File: src/rtl/panel_input_conditioner_pkg.sv
// ============================================================================
// panel_input_pkg: shared state encoding and default timing constants, rev 1.0
// ============================================================================
`default_nettype none

package panel_input_pkg;

   typedef enum logic [0:0] {
      STABLE   = 1'b0,
      SETTLING = 1'b1
   } deb_state_t;

   localparam int DEFAULT_WIDTH           = 9;
   localparam int DEFAULT_DEBOUNCE_CYCLES = 50000;
   localparam int DEFAULT_HOLD_CYCLES     = 2000000;

endpackage

`default_nettype wire

File: src/rtl/panel_input_conditioner_if.sv
// ============================================================================
// panel_input_conditioner_if: raw pins in, conditioned levels/pulses out, rev 1.0
// ============================================================================
`default_nettype none

interface panel_input_conditioner_if
   import panel_input_pkg::*;
#(
   parameter int WIDTH = DEFAULT_WIDTH
);
   logic [WIDTH-1:0] raw_in;
   logic [WIDTH-1:0] level;
   logic [WIDTH-1:0] rise_pulse;
   logic [WIDTH-1:0] fall_pulse;
   logic             hold_pulse;
   logic             any_change;

   modport master (
      output raw_in,
      input  level, rise_pulse, fall_pulse, hold_pulse, any_change
   );

   modport slave (
      input  raw_in,
      output level, rise_pulse, fall_pulse, hold_pulse, any_change
   );
endinterface

`default_nettype wire

File: src/rtl/panel_input_conditioner_debounce_channel.sv
// ============================================================================
// debounce_channel: 2-flop sync, debounce counter/FSM and edge pulses, rev 1.0
// ============================================================================
`default_nettype none

module debounce_channel
   import panel_input_pkg::*;
#(
   parameter int   DEBOUNCE_CYCLES = DEFAULT_DEBOUNCE_CYCLES,
   parameter logic RESET_LEVEL     = 1'b0
) (
   input  logic clock,
   input  logic reset_pulse,
   input  logic raw,
   output logic level,
   output logic rise,
   output logic fall,
   output logic toggle_next
);
   localparam int              CNT_W    = $clog2(DEBOUNCE_CYCLES);
   localparam logic [CNT_W-1:0] CNT_LAST = CNT_W'(DEBOUNCE_CYCLES - 1);

   logic             sync_meta;
   logic             sync_q;
   logic             mismatch;
   deb_state_t       state;
   deb_state_t       state_next;
   logic [CNT_W-1:0] cnt;
   logic [CNT_W-1:0] cnt_next;

   assign mismatch = sync_q ^ level;

   // The cycle that enters SETTLING is already the first mismatching sample.
   always_comb begin
      state_next  = state;
      cnt_next    = cnt;
      toggle_next = 1'b0;
      case (state)
         STABLE: begin
            if (mismatch) begin
               state_next = SETTLING;
               cnt_next   = CNT_W'(1);
            end
         end
         SETTLING: begin
            if (!mismatch) begin
               state_next = STABLE;
               cnt_next   = '0;
            end else if (cnt == CNT_LAST) begin
               state_next  = STABLE;
               cnt_next    = '0;
               toggle_next = 1'b1;
            end else begin
               cnt_next = cnt + CNT_W'(1);
            end
         end
         default: begin
            state_next = STABLE;
            cnt_next   = '0;
         end
      endcase
   end

   always_ff @(posedge clock or negedge reset_pulse) begin
      if (!reset_pulse) begin
         sync_meta <= RESET_LEVEL;
         sync_q    <= RESET_LEVEL;
         level     <= RESET_LEVEL;
         rise      <= 1'b0;
         fall      <= 1'b0;
         state     <= STABLE;
         cnt       <= '0;
      end else begin
         sync_meta <= raw;
         sync_q    <= sync_meta;
         state     <= state_next;
         cnt       <= cnt_next;
         level     <= level ^ toggle_next;
         rise      <= toggle_next & ~level;
         fall      <= toggle_next & level;
      end
   end

endmodule

`default_nettype wire

File: src/rtl/panel_input_conditioner.sv
// ============================================================================
// panel_input_conditioner: per-channel debounce plus long-press on bit 0, rev 1.0
// ============================================================================
`default_nettype none

module panel_input_conditioner
   import panel_input_pkg::*;
#(
   parameter int               WIDTH           = DEFAULT_WIDTH,
   parameter int               DEBOUNCE_CYCLES = DEFAULT_DEBOUNCE_CYCLES,
   parameter int               HOLD_CYCLES     = DEFAULT_HOLD_CYCLES,
   parameter logic [WIDTH-1:0] RESET_LEVEL     = '0
) (
   input logic                       clock,
   input logic                       reset_pulse,
   panel_input_conditioner_if.slave  bus
);
   localparam int               HOLD_W    = $clog2(HOLD_CYCLES);
   localparam logic [HOLD_W-1:0] HOLD_LAST = HOLD_W'(HOLD_CYCLES - 1);

   logic [WIDTH-1:0]  toggle_next;
   logic [HOLD_W-1:0] hold_cnt;
   logic              hold_done;

   genvar gi;
   for (gi = 0; gi < WIDTH; gi++) begin : g_chan
      debounce_channel #(
         .DEBOUNCE_CYCLES (DEBOUNCE_CYCLES),
         .RESET_LEVEL     (RESET_LEVEL[gi])
      ) u_chan (
         .clock       (clock),
         .reset_pulse (reset_pulse),
         .raw         (bus.raw_in[gi]),
         .level       (bus.level[gi]),
         .rise        (bus.rise_pulse[gi]),
         .fall        (bus.fall_pulse[gi]),
         .toggle_next (toggle_next[gi])
      );
   end

   // Counter is zero whenever level[0] is low, so an accepted rise always
   // starts a fresh count; hold_done latches so a long hold fires only once.
   always_ff @(posedge clock or negedge reset_pulse) begin
      if (!reset_pulse) begin
         hold_cnt       <= '0;
         hold_done      <= 1'b0;
         bus.hold_pulse <= 1'b0;
         bus.any_change <= 1'b0;
      end else begin
         bus.any_change <= |toggle_next;
         bus.hold_pulse <= 1'b0;
         if (!bus.level[0]) begin
            hold_cnt  <= '0;
            hold_done <= 1'b0;
         end else if (!hold_done) begin
            if (hold_cnt == HOLD_LAST) begin
               bus.hold_pulse <= 1'b1;
               hold_done      <= 1'b1;
            end else begin
               hold_cnt <= hold_cnt + HOLD_W'(1);
            end
         end
      end
   end

endmodule

`default_nettype wire

File: src/flat_wrapper.sv
// flat-port wrapper written by rule: the top's interface ports become plain ports
module panel_input_conditioner_flat import panel_input_pkg::*;
#(
   parameter int               WIDTH           = DEFAULT_WIDTH,
   parameter int               DEBOUNCE_CYCLES = DEFAULT_DEBOUNCE_CYCLES,
   parameter int               HOLD_CYCLES     = DEFAULT_HOLD_CYCLES,
   parameter logic [WIDTH-1:0] RESET_LEVEL     = '0
)
  (clock, reset_pulse, bus_raw_in, bus_level, bus_rise_pulse, bus_fall_pulse, bus_hold_pulse, bus_any_change);
  panel_input_conditioner_if #(.WIDTH(WIDTH)) bus_i ();
  input logic clock;
  input logic reset_pulse;
  input wire logic [$bits(bus_i.raw_in)-1:0] bus_raw_in;
  output wire logic [$bits(bus_i.level)-1:0] bus_level;
  output wire logic [$bits(bus_i.rise_pulse)-1:0] bus_rise_pulse;
  output wire logic [$bits(bus_i.fall_pulse)-1:0] bus_fall_pulse;
  output wire logic [$bits(bus_i.hold_pulse)-1:0] bus_hold_pulse;
  output wire logic [$bits(bus_i.any_change)-1:0] bus_any_change;
  assign bus_i.raw_in = bus_raw_in;
  assign bus_level = bus_i.level;
  assign bus_rise_pulse = bus_i.rise_pulse;
  assign bus_fall_pulse = bus_i.fall_pulse;
  assign bus_hold_pulse = bus_i.hold_pulse;
  assign bus_any_change = bus_i.any_change;
  panel_input_conditioner #(.WIDTH(WIDTH), .DEBOUNCE_CYCLES(DEBOUNCE_CYCLES), .HOLD_CYCLES(HOLD_CYCLES), .RESET_LEVEL(RESET_LEVEL)) u_core (.clock(clock), .reset_pulse(reset_pulse), .bus(bus_i));
endmodule
File: config.mk
export PLATFORM = sky130hd
export DESIGN_NAME = panel_input_conditioner_flat
export DESIGN_NICKNAME = d
export VERILOG_FILES = /design/src/rtl/panel_input_conditioner_pkg.sv /design/src/rtl/panel_input_conditioner_if.sv /design/src/rtl/panel_input_conditioner_debounce_channel.sv /design/src/rtl/panel_input_conditioner.sv /design/src/flat_wrapper.sv
export SDC_FILE = /design/constraint.sdc
export NUM_CORES = 1
export LEC_CHECK = 0
export ABC_AREA = 1
export BUFFER_PORTS_ARGS = -buffer_cell sky130_fd_sc_hd__buf_2
export CELL_PAD_IN_SITES_DETAIL_PLACEMENT = 2
export CELL_PAD_IN_SITES_GLOBAL_PLACEMENT = 2
export CORE_ASPECT_RATIO = 0.5
export CORE_UTILIZATION = 35
export DETAILED_ROUTE_END_ITERATION = 10
export GPL_ROUTABILITY_DRIVEN = 1
export PLACE_DENSITY = 0.73
export SYNTH_ARGS = -nofsm -noshare
export SYNTH_HDL_FRONTEND = slang
export SYNTH_SLANG_ARGS = --single-unit
File: constraint.sdc
create_clock -name clock -period 2.1 [get_ports clock]
set_input_delay 0.21 -clock clock [delete_from_list [all_inputs] [get_ports clock]]
set_output_delay 0.21 -clock clock [all_outputs]
set_load 0.005 [all_outputs]
# Word level (Yosys, flattened, before mapping)
# Index checks and enable logic that the tools add are counted.
# Widths: inputs -> output; s select.
# totals
mem_bits_ro	0
n_memories	0
ff_bits	222
in_bits	11
ram_bits	0
wordCells	261
output_inout_bits	29
latch_bits	0
# classes
n_mux	107
n_div	0
n_mul	0
eq_ne	21
shifts	0
add_sub_neg	10
reduce_logical	2
order_cmp	0
bitwise_logic	54
# ops
op	count
$mux 16	27
$pmux 16 s2	9
$add 16x1->16 const B	9
$eq 16x16->1 const B	9
$mux 21	3
$mux 1	59
$ne 2x2->1 const B	11
$add 21x1->21 const B	1
$eq 21x21->1 const B	1
$and 1x1->1	18
$not 1->1	18
$pmux 1 s2	9
$xor 1x1->1	18
$reduce_or 9->1	1
$reduce_and 2->1	1

# Logic depth before layout (Yosys ltp)
# Gate-level depths: netlist of run 1.
# logic_depth
word_depth	5
depth_mapped	10
ltp_nobuf	10

# Cells and area by module
# From an unflattened synthesis of run 1, not the netlist that was laid out.
# unflattened
cells_unflattened	1663
area_unflattened_um2	13027.5
# modules_own_cells
module	area_each_um2	seq_area_each_um2	instances	cells_per_inst
debounce_channel	1280.0	550.5	9	162
panel_input_conditioner	1507.7	600.6	1	205

# Worst setup path after synthesis of run 1
# No wires, ideal clock.
# synth_path
path_type	flip-flop to flip-flop
from	register u_core.g_chan[8].u_chan.cnt[0]
to	register u_core.g_chan[8].u_chan.level
setup_time_ns	0.063
stages_incl_launch_ff	10
setup_slack_ns	0.616
required_ns	2.037
period_less_slack_ns	1.484
t_arrival_ns	1.421
n_path_buf	0
cell_sequence	dfrtp_1 -> ha_1 -> nand3_2 -> nor2_1 -> nand4_1 -> nor2_1 -> nand2_1 -> inv_1 -> ha_1 -> inv_1
# synth_via
elab_chain_cells	5
# synth_lines
item	line_no	text
start: declaration	panel_input_conditioner_debounce_channel.sv:28	logic [CNT_W-1:0] cnt;
start signal: assignment	panel_input_conditioner_debounce_channel.sv:77	cnt <= cnt_next;
$eq 16x16->1	panel_input_conditioner_debounce_channel.sv:49	end else if (cnt == CNT_LAST) begin
$mux 1	panel_input_conditioner_debounce_channel.sv:49	
$mux 1	panel_input_conditioner_debounce_channel.sv:46	if (!mismatch) begin
$mux 1	panel_input_conditioner_debounce_channel.sv:38	case (state)
$xor 1x1->1	panel_input_conditioner_debounce_channel.sv:78	level <= level ^ toggle_next;
end signal: assignment	panel_input_conditioner_debounce_channel.sv:78	
end: declaration	panel_input_conditioner_debounce_channel.sv:15	output logic level,
# Every way passes these cells.
# A chain may end at the register's enable or synchronous reset.

# Final worst setup path of run 1
# layout_path
from	register u_core.g_chan[5].u_chan.cnt[0]
to	register u_core.g_chan[5].u_chan.level
# layout_via
elab_chain_cells	5
# layout_lines
item	line_no
start: declaration	panel_input_conditioner_debounce_channel.sv:28
start signal: assignment	panel_input_conditioner_debounce_channel.sv:77
$eq 16x16->1	panel_input_conditioner_debounce_channel.sv:49
$mux 1	panel_input_conditioner_debounce_channel.sv:49
$mux 1	panel_input_conditioner_debounce_channel.sv:46
$mux 1	panel_input_conditioner_debounce_channel.sv:38
$xor 1x1->1	panel_input_conditioner_debounce_channel.sv:78
end signal: assignment	panel_input_conditioner_debounce_channel.sv:78
end: declaration	panel_input_conditioner_debounce_channel.sv:15
# Every way passes these cells.

==> summary.md, run 1 <==
| Metric | Value |
|---|---|
| Layout Skew | 11.7 ps |
| Setup crit end kind | register |
| Fin. Hold Viols | 0 |
| WP data required | 2560 ps |
| Synth top area share | 46.7% |
| Most common library cells after synthesis | nand2_1, dfrtp_1, inv_1, nor2_1 |
| Setup CP Type | reg2reg |
| Initial Util | 35.8% |
| Util after Layout | 40.2% |
| Post-Synthesis Cell Area | 0.0119 sq mm |
| Clock Latency Late Sink | 530 ps |
| Area Growth Syn to Fin | 12.2% |
| RePlAce Congestion | 0.805 |
| Max-cap viol count | 0 |
| I/O Buffers | 39 |
| Worst Tran Pin Value | 509 ps |
| Yosys reg bits | 222 |
| Clock Sinks | 222 |
| RSZ-0062 raised after global routing | no |
| Final ANT Viol Nets | 0 |
| Number of buffers created by CTS | 23 |
| Clk root buf | clkbuf_16 |
| HPWL Detailed | 25300 um |
| Routed wire per std cell | 17.1 um |
| Min Tclk post-route | 1880 ps |
| Dpl cells | 1974 |
| Final Power | 9.44 mW |
| Async set-reset flop share out of synthesis | 100% |
| Setup crit start kind | register |
| Synthesized instance count | 1513 |
| Layout cell share with drive strength beyond 1 | 9.68% |
| Total gr overflow | 0 |
| Vias per cell | 5.12 |
| Pwr dens | 708 mW/mm^2 |
| Final setup viols | 0 |
| Data arrival, critical path | 2350 ps |
| First-pass GRT wire length | 59000 um |
| Syn avg cell area | 7.86 sq um |
| Ports | 40 |
| Final wirelength | 34600 um |
| Hold Worst Slack | 215 ps |
| DIE WIDTH | 263 um |
| Crit-path max FO | 4 |
| Initial antenna violation count | 1 |
| Core Area | 0.0332 sq mm |
| Non-Filler Instances | 2021 |
| Via count | 10300 |
| Status | completed |
| Die ar. | 0.0347 sq mm |
| Leakage power | 6.06 nW |
| Setup ws final | 216 ps |
| CTS tree | yes |
| Drt initial violations | 439 |
| CTS max path bufs | 3 |
| FP Rows | 47 |
| Slew HR | 65.9% |
| Vias in the first global route | 11800 |
| Crit share post-route | 89.7% |
| Largest net degree at the start of global routing | 58 |
| Die height | 132 um |
| EDFF count, synth | 0 |
| DP Area | 0.0125 sq mm |
| Synth area leaders | dfrtp_1, nand2_1, inv_1 |
| N_diodes | 0 |
| Most frequent cell after synthesis | nand2_1 |
| H-Tree Depth | 1 |
| Net total in the final layout | 1607 |
| Resize count post-CTS | 0 |
| Commonest register cell after synthesis | dfrtp_1 |
| Cell variety after synth | 45 |
| Tot GR Track Use | 20.5% |
| Setup total negative slack | 0 ps |
| Clock transition at path regs | 70 ps |
| Synth warn | 0 |
| Register area share after synthesis | 46.7% |
| Final Cell Area | 0.0133 sq mm |
| Drt pass-1 iters | 4 |
| # DRC | 0 |
| Min-delay worst type | in2async |
| Fin. max-slew vios | 0 |
| Synthesized Nets | 1552 |
| Yosys top cell by area | dfrtp_1 |
| DP Worst Slack | 253 ps |
| Maximum vdd ir drop | 0.000437 V |
| Peak Freq | 531 MHz |
-- flip-flops by register name, summed over array words and instances, names as in the netlist --
signal / count
u_core.bus.any_change: 1
u_core.bus.hold_pulse: 1
u_core.g_chan.u_chan.cnt: 144
u_core.g_chan.u_chan.fall: 9
u_core.g_chan.u_chan.level: 9
u_core.g_chan.u_chan.rise: 9
u_core.g_chan.u_chan.state: 9
u_core.g_chan.u_chan.sync_meta: 9
u_core.g_chan.u_chan.sync_q: 9
u_core.hold_cnt: 21
u_core.hold_done: 1
-- power by group --
part | internal, mW | switching, mW | leakage, nW
logic | 0.254 | 0.503 | 2.69
clock network | 2.27 | 1.79 | 0.356
registers | 4.44 | 0.174 | 3.01
-- worst paths after layout --
check | from | to | slack (ps) | cells after the start
worst max-delay path | u_core.g_chan[5].u_chan.cnt[0]$_DFFE_PN0P_ | u_core.g_chan[5].u_chan.level$_DFF_PN0_ | 220 | 9
worst min-delay path | reset_pulse | u_core.g_chan[3].u_chan.cnt[9]$_DFFE_PN0P_ | 210 | 2
worst max register to register | u_core.g_chan[5].u_chan.cnt[0]$_DFFE_PN0P_ | u_core.g_chan[5].u_chan.level$_DFF_PN0_ | 220 | 9
worst min register to register | u_core.g_chan[3].u_chan.sync_meta$_DFF_PN0_ | u_core.g_chan[3].u_chan.sync_q$_DFF_PN0_ | 350 | 0
max in group asynchronous | reset_pulse | u_core.g_chan[0].u_chan.level$_DFF_PN0_ | 1080 | 3
min in group clock | bus_raw_in[4] | u_core.g_chan[4].u_chan.sync_meta$_DFF_PN0_ | 330 | 2
-- cell usage in the layout (no fill, tap or decap), types with 4 or more instances in the layout --
cell,instances
a21oi_1,46
a22o_1,5
buf_2,38
buf_4,14
clkbuf_16,23
clkbuf_8,8
dfrtp_1,222
dlygate4sd3_1,10
ha_1,28
inv_1,188
inv_2,7
nand2_1,355
nand2_2,14
nand3_1,117
nand3b_1,5
nand4_1,28
nor2_1,164
nor2_2,11
nor2_4,8
nor3_1,33
nor3_2,4
o211ai_1,5
o21a_1,4
o21ai_0,117
o21ai_1,11
o22ai_1,31
or2_2,11
xor2_1,39
-- per-layer routing --
metal,GRT usage [%],share of wire (%),vias to the layer above
met2,38.1,51,59
met1,25.4,45,5243
met4,3.66,1.6,0
met5,0,0,-
met3,2.93,2.1,35
li1,-,-,5009
-- timing repair --
action	in CTS	in global routing
endpoints found under the hold margin	58	0
buffers inserted	0	0
hold buffers	10	0
-- logic make-up (layout without fill, tap and decap cells) --
family / count (synthesis) / after routing / synth area share [%]
adders and majority gates: 28 / 28 / 2.95
xor gates and xnor gates: 42 / 42 / 3.09
AOI/OAI and AO/OA: 229 / 229 / 10.6
and+or+nand+nor: 760 / 760 / 28.2
DFF: 222 / 222 / 46.7
buffers and inverters: 232 / 299 / 8.42
-- worst max-delay path, cell delays in order, from the launching register on --
cell and delay [ps]:
dfrtp_1 400, ha_1 210, nand2_2 100, nor2_4 140, inv_2 70, nor2_4 130
nand4_1 270, inv_1 190, ha_1 250, inv_1 60
-- layout make-up --
type | count | area [sq um]
timing repair buffer | 65 | 450
clock inverter | 3 | 15.0
clock buffer | 34 | 697
tap | 441 | 552
fill | 3794 | 19900
multi-input combinational | 1059 | 5330
inverter | 197 | 742
sequential | 222 | 5560
Note: power is estimated with default switching activity, not from simulation.
==> run 2, diff against run 1 <==
Settings changed: CAP_MARGIN from default to 5, RECOVER_POWER from default to 100.
==> run 2 against run 1 <==
Net effect:
- utilization is 0.31 points lower
- cell count stayed put
- total power is 0.23% lower
- wire length hardly changed
- highest routed layer unchanged
==> summary.md, run 2 (same netlist as run 1, synthesis figures left out) <==
| Metric | Value |
|---|---|
| Status | completed |
| Setup total negative slack | 0 ps (unchanged) |
| Final ANT Viol Nets | 0 (unchanged) |
| CTS max path bufs | 3 (unchanged) |
| Die height | 132 um (unchanged) |
| Min Tclk post-route | 1920 ps (+35.7 ps) |
| Power Internal | 6.95 mW (-0.24%) |
| Slowest stage delay, CP | 400 ps (about the same) |
| Worst-path cell chain | ha_1 -> nand2_1 -> nor2_4 -> inv_2 -> nor2_4 -> nand4_1 -> inv_1 -> ha_1 -> inv_1 |
| FP Rows | 47 (unchanged) |
| Clock Sinks | 222 (unchanged) |
| Setup CP Type | reg2reg |
| Util after Layout | 39.8% (-0.31 points) |
| HPWL Detailed | 25300 um (unchanged) |
| Drt pass-1 iters | 4 (unchanged) |
| Min-delay worst type | in2async |
| Fin. max-slew vios | 0 (unchanged) |
| RSZ-0062 raised after global routing | no |
| Routed wire per std cell | 17.1 um (about the same) |
| Maximum vdd ir drop | 0.000438 V (+0.30%) |
| DP Area | 0.0125 sq mm (unchanged) |
| Initial antenna violation count | 1 (unchanged) |
| Layout Skew | 11.5 ps (-0.151 ps) |
| DIE WIDTH | 263 um (unchanged) |
| Slew HR | 28.3% (-38 points) |
| Most flops, register | u_core.g_chan.u_chan.cnt |
| CP max-delay cell | dfrtp_1 |
| First-pass GRT wire length | 59000 um (unchanged) |
| Pwr dens | 712 mW/mm^2 (+0.55%) |
| Clock group share of total power | 43.2% (about the same) |
| Clock transition at path regs | 70 ps (about the same) |
| CTS tree | yes |
| WP data required | 2560 ps (about the same) |
| Crit-path max FO | 4 (unchanged) |
| Vias per cell | 5.11 (-0.25%) |
| Initial Util | 35.8% (unchanged) |
| Commonest non-fill, non-tap cell in the layout | nand2_1 |
| Largest registers | u_core.g_chan.u_chan.cnt x144, u_core.hold_cnt x21 |
| Leakage power | 5.97 nW (-1.4%) |
| Total gr overflow | 0 (unchanged) |
| Gate power share | 7.8% (-0.2 points) |
| Final setup viols | 0 (unchanged) |
| Max-cap viol count | 0 (unchanged) |
| Area Growth Syn to Fin | 11.4% |
| Worst Tran Pin Value | 1080 ps (+566 ps) |
| I/O Buffers | 39 (unchanged) |
| Sw Share | 26.2% (about the same) |
| RePlAce Congestion | 0.805 (unchanged) |
| Sequential share of power | 49.0% (about the same) |
| Area of the multi-input gates | 0.00529 sq mm (-0.73%) |
| Number of buffers created by CTS | 23 (unchanged) |
| Setup crit start kind | register |
| P_sw | 2.47 mW (-0.20%) |
| Fin. Hold Viols | 0 (unchanged) |
| Most frequent cells in the layout | nand2_1, dfrtp_1, inv_1, nor2_1, o21ai_0 |
| Net total in the final layout | 1607 (unchanged) |
| Die ar. | 0.0347 sq mm (unchanged) |
| Core Area | 0.0332 sq mm (unchanged) |
| Via count | 10300 (-0.25%) |
| Layout cell share with drive strength beyond 1 | 7.59% (-2.1 points) |
| # DRC | 0 (unchanged) |
| Clk root buf | clkbuf_16 |
| Ports | 40 (unchanged) |
| Final wirelength | 34600 um (about the same) |
| Largest net degree at the start of global routing | 58 (unchanged) |
| Crit share post-route | 91.4% (+1.7 points) |
| Fillers | 3816 (+0.58%) |
| Tot GR Track Use | 20.5% (unchanged) |
| Setup crit end kind | register |
| Register area | 0.00556 sq mm (unchanged) |
| Clock Latency Late Sink | 530 ps (about the same) |
| Data arrival, critical path | 2380 ps (+30 ps) |
| N_diodes | 0 (unchanged) |
| Drt initial violations | 461 (+5.0%) |
| Peak Freq | 521 MHz (-1.9%) |
| Max reg flops | 144 (unchanged) |
| H-Tree Depth | 1 (unchanged) |
| Final Cell Area | 0.0132 sq mm (-0.78%) |
| Vias in the first global route | 11800 (unchanged) |
-- run 2: power by group through the flow --
| stage | combinational [mW] | clock [mW] | sequential, mW |
|---|---|---|---|
| after floorplan | 0.450 | 0 | 4.65 |
| after global placement | 0.710 | 0 | 4.68 |
| after detailed placement | 0.762 | 0 | 4.70 |
| after CTS | 0.786 | 4.22 | 4.62 |
| after global routing | 0.852 | 4.35 | 4.65 |
| final | 0.735 | 4.07 | 4.62 |
-- run 2: per-layer routing --
metal  vias to the layer above  routed length, um  GRT usage, %
met5                         -                  0             0
met4                         0                537          3.66
met3                        35                709          2.93
met2                        57              17700          38.1
met1                      5222              15700          25.4
li1                       5006                  -             -
-- run 2: stage by stage --
stage	power, mW	hold WS, ps	cells	setup slack, ps
2_1_floorplan	5.10	-85.6	1513	616
4_1_cts	9.63	214	2021	197
3_5_place_dp	5.46	192	1974	253
3_3_place_gp	5.39	189	1974	255
6_report	9.42	204	2021	180
5_1_grt	9.85	243	2021	26.7
-- run 2: area by class of cell --
| type | count | share of cell area (%) |
|---|---|---|
| flip-flops and latches | 222 | 42.0 |
| multi-input cells | 1059 | 40.0 |
| inverters | 197 | 5.60 |
| clock buffers | 34 | 5.26 |
| well taps | 441 | 4.17 |
| repair buffers | 65 | 2.91 |
| clock inverters | 3 | 0.113 |
-- run 2: critical path, delay by kind of cell, from the launching register on --
kind,cells,cell delay (ps)
buf+inv,3,320
flops,1,400
fa+ha+maj,2,450
simple gates,4,700
-- run 2: path summary, 6_finish.rpt --
kind	startpoint	end	slack (ps)	depth (start not counted)
max	u_core.g_chan[5].u_chan.cnt[0]$_DFFE_PN0P_	u_core.g_chan[5].u_chan.level$_DFF_PN0_	180	9
min	reset_pulse	u_core.g_chan[3].u_chan.cnt[9]$_DFFE_PN0P_	200	2
max reg2reg	u_core.g_chan[5].u_chan.cnt[0]$_DFFE_PN0P_	u_core.g_chan[5].u_chan.level$_DFF_PN0_	180	9
min reg2reg	u_core.g_chan[8].u_chan.sync_meta$_DFF_PN0_	u_core.g_chan[8].u_chan.sync_q$_DFF_PN0_	350	0
max in group asynchronous	reset_pulse	u_core.g_chan[1].u_chan.cnt[14]$_DFFE_PN0P_	480	3
min in group clock	bus_raw_in[4]	u_core.g_chan[4].u_chan.sync_meta$_DFF_PN0_	330	2
-- run 2: repair_timing --
action | CTS | global route
gates resized for setup | 0 | 0
setup buffers | 0 | 0
hold buffers | 10 | 0
endpoints found under the hold margin | 58 | 0
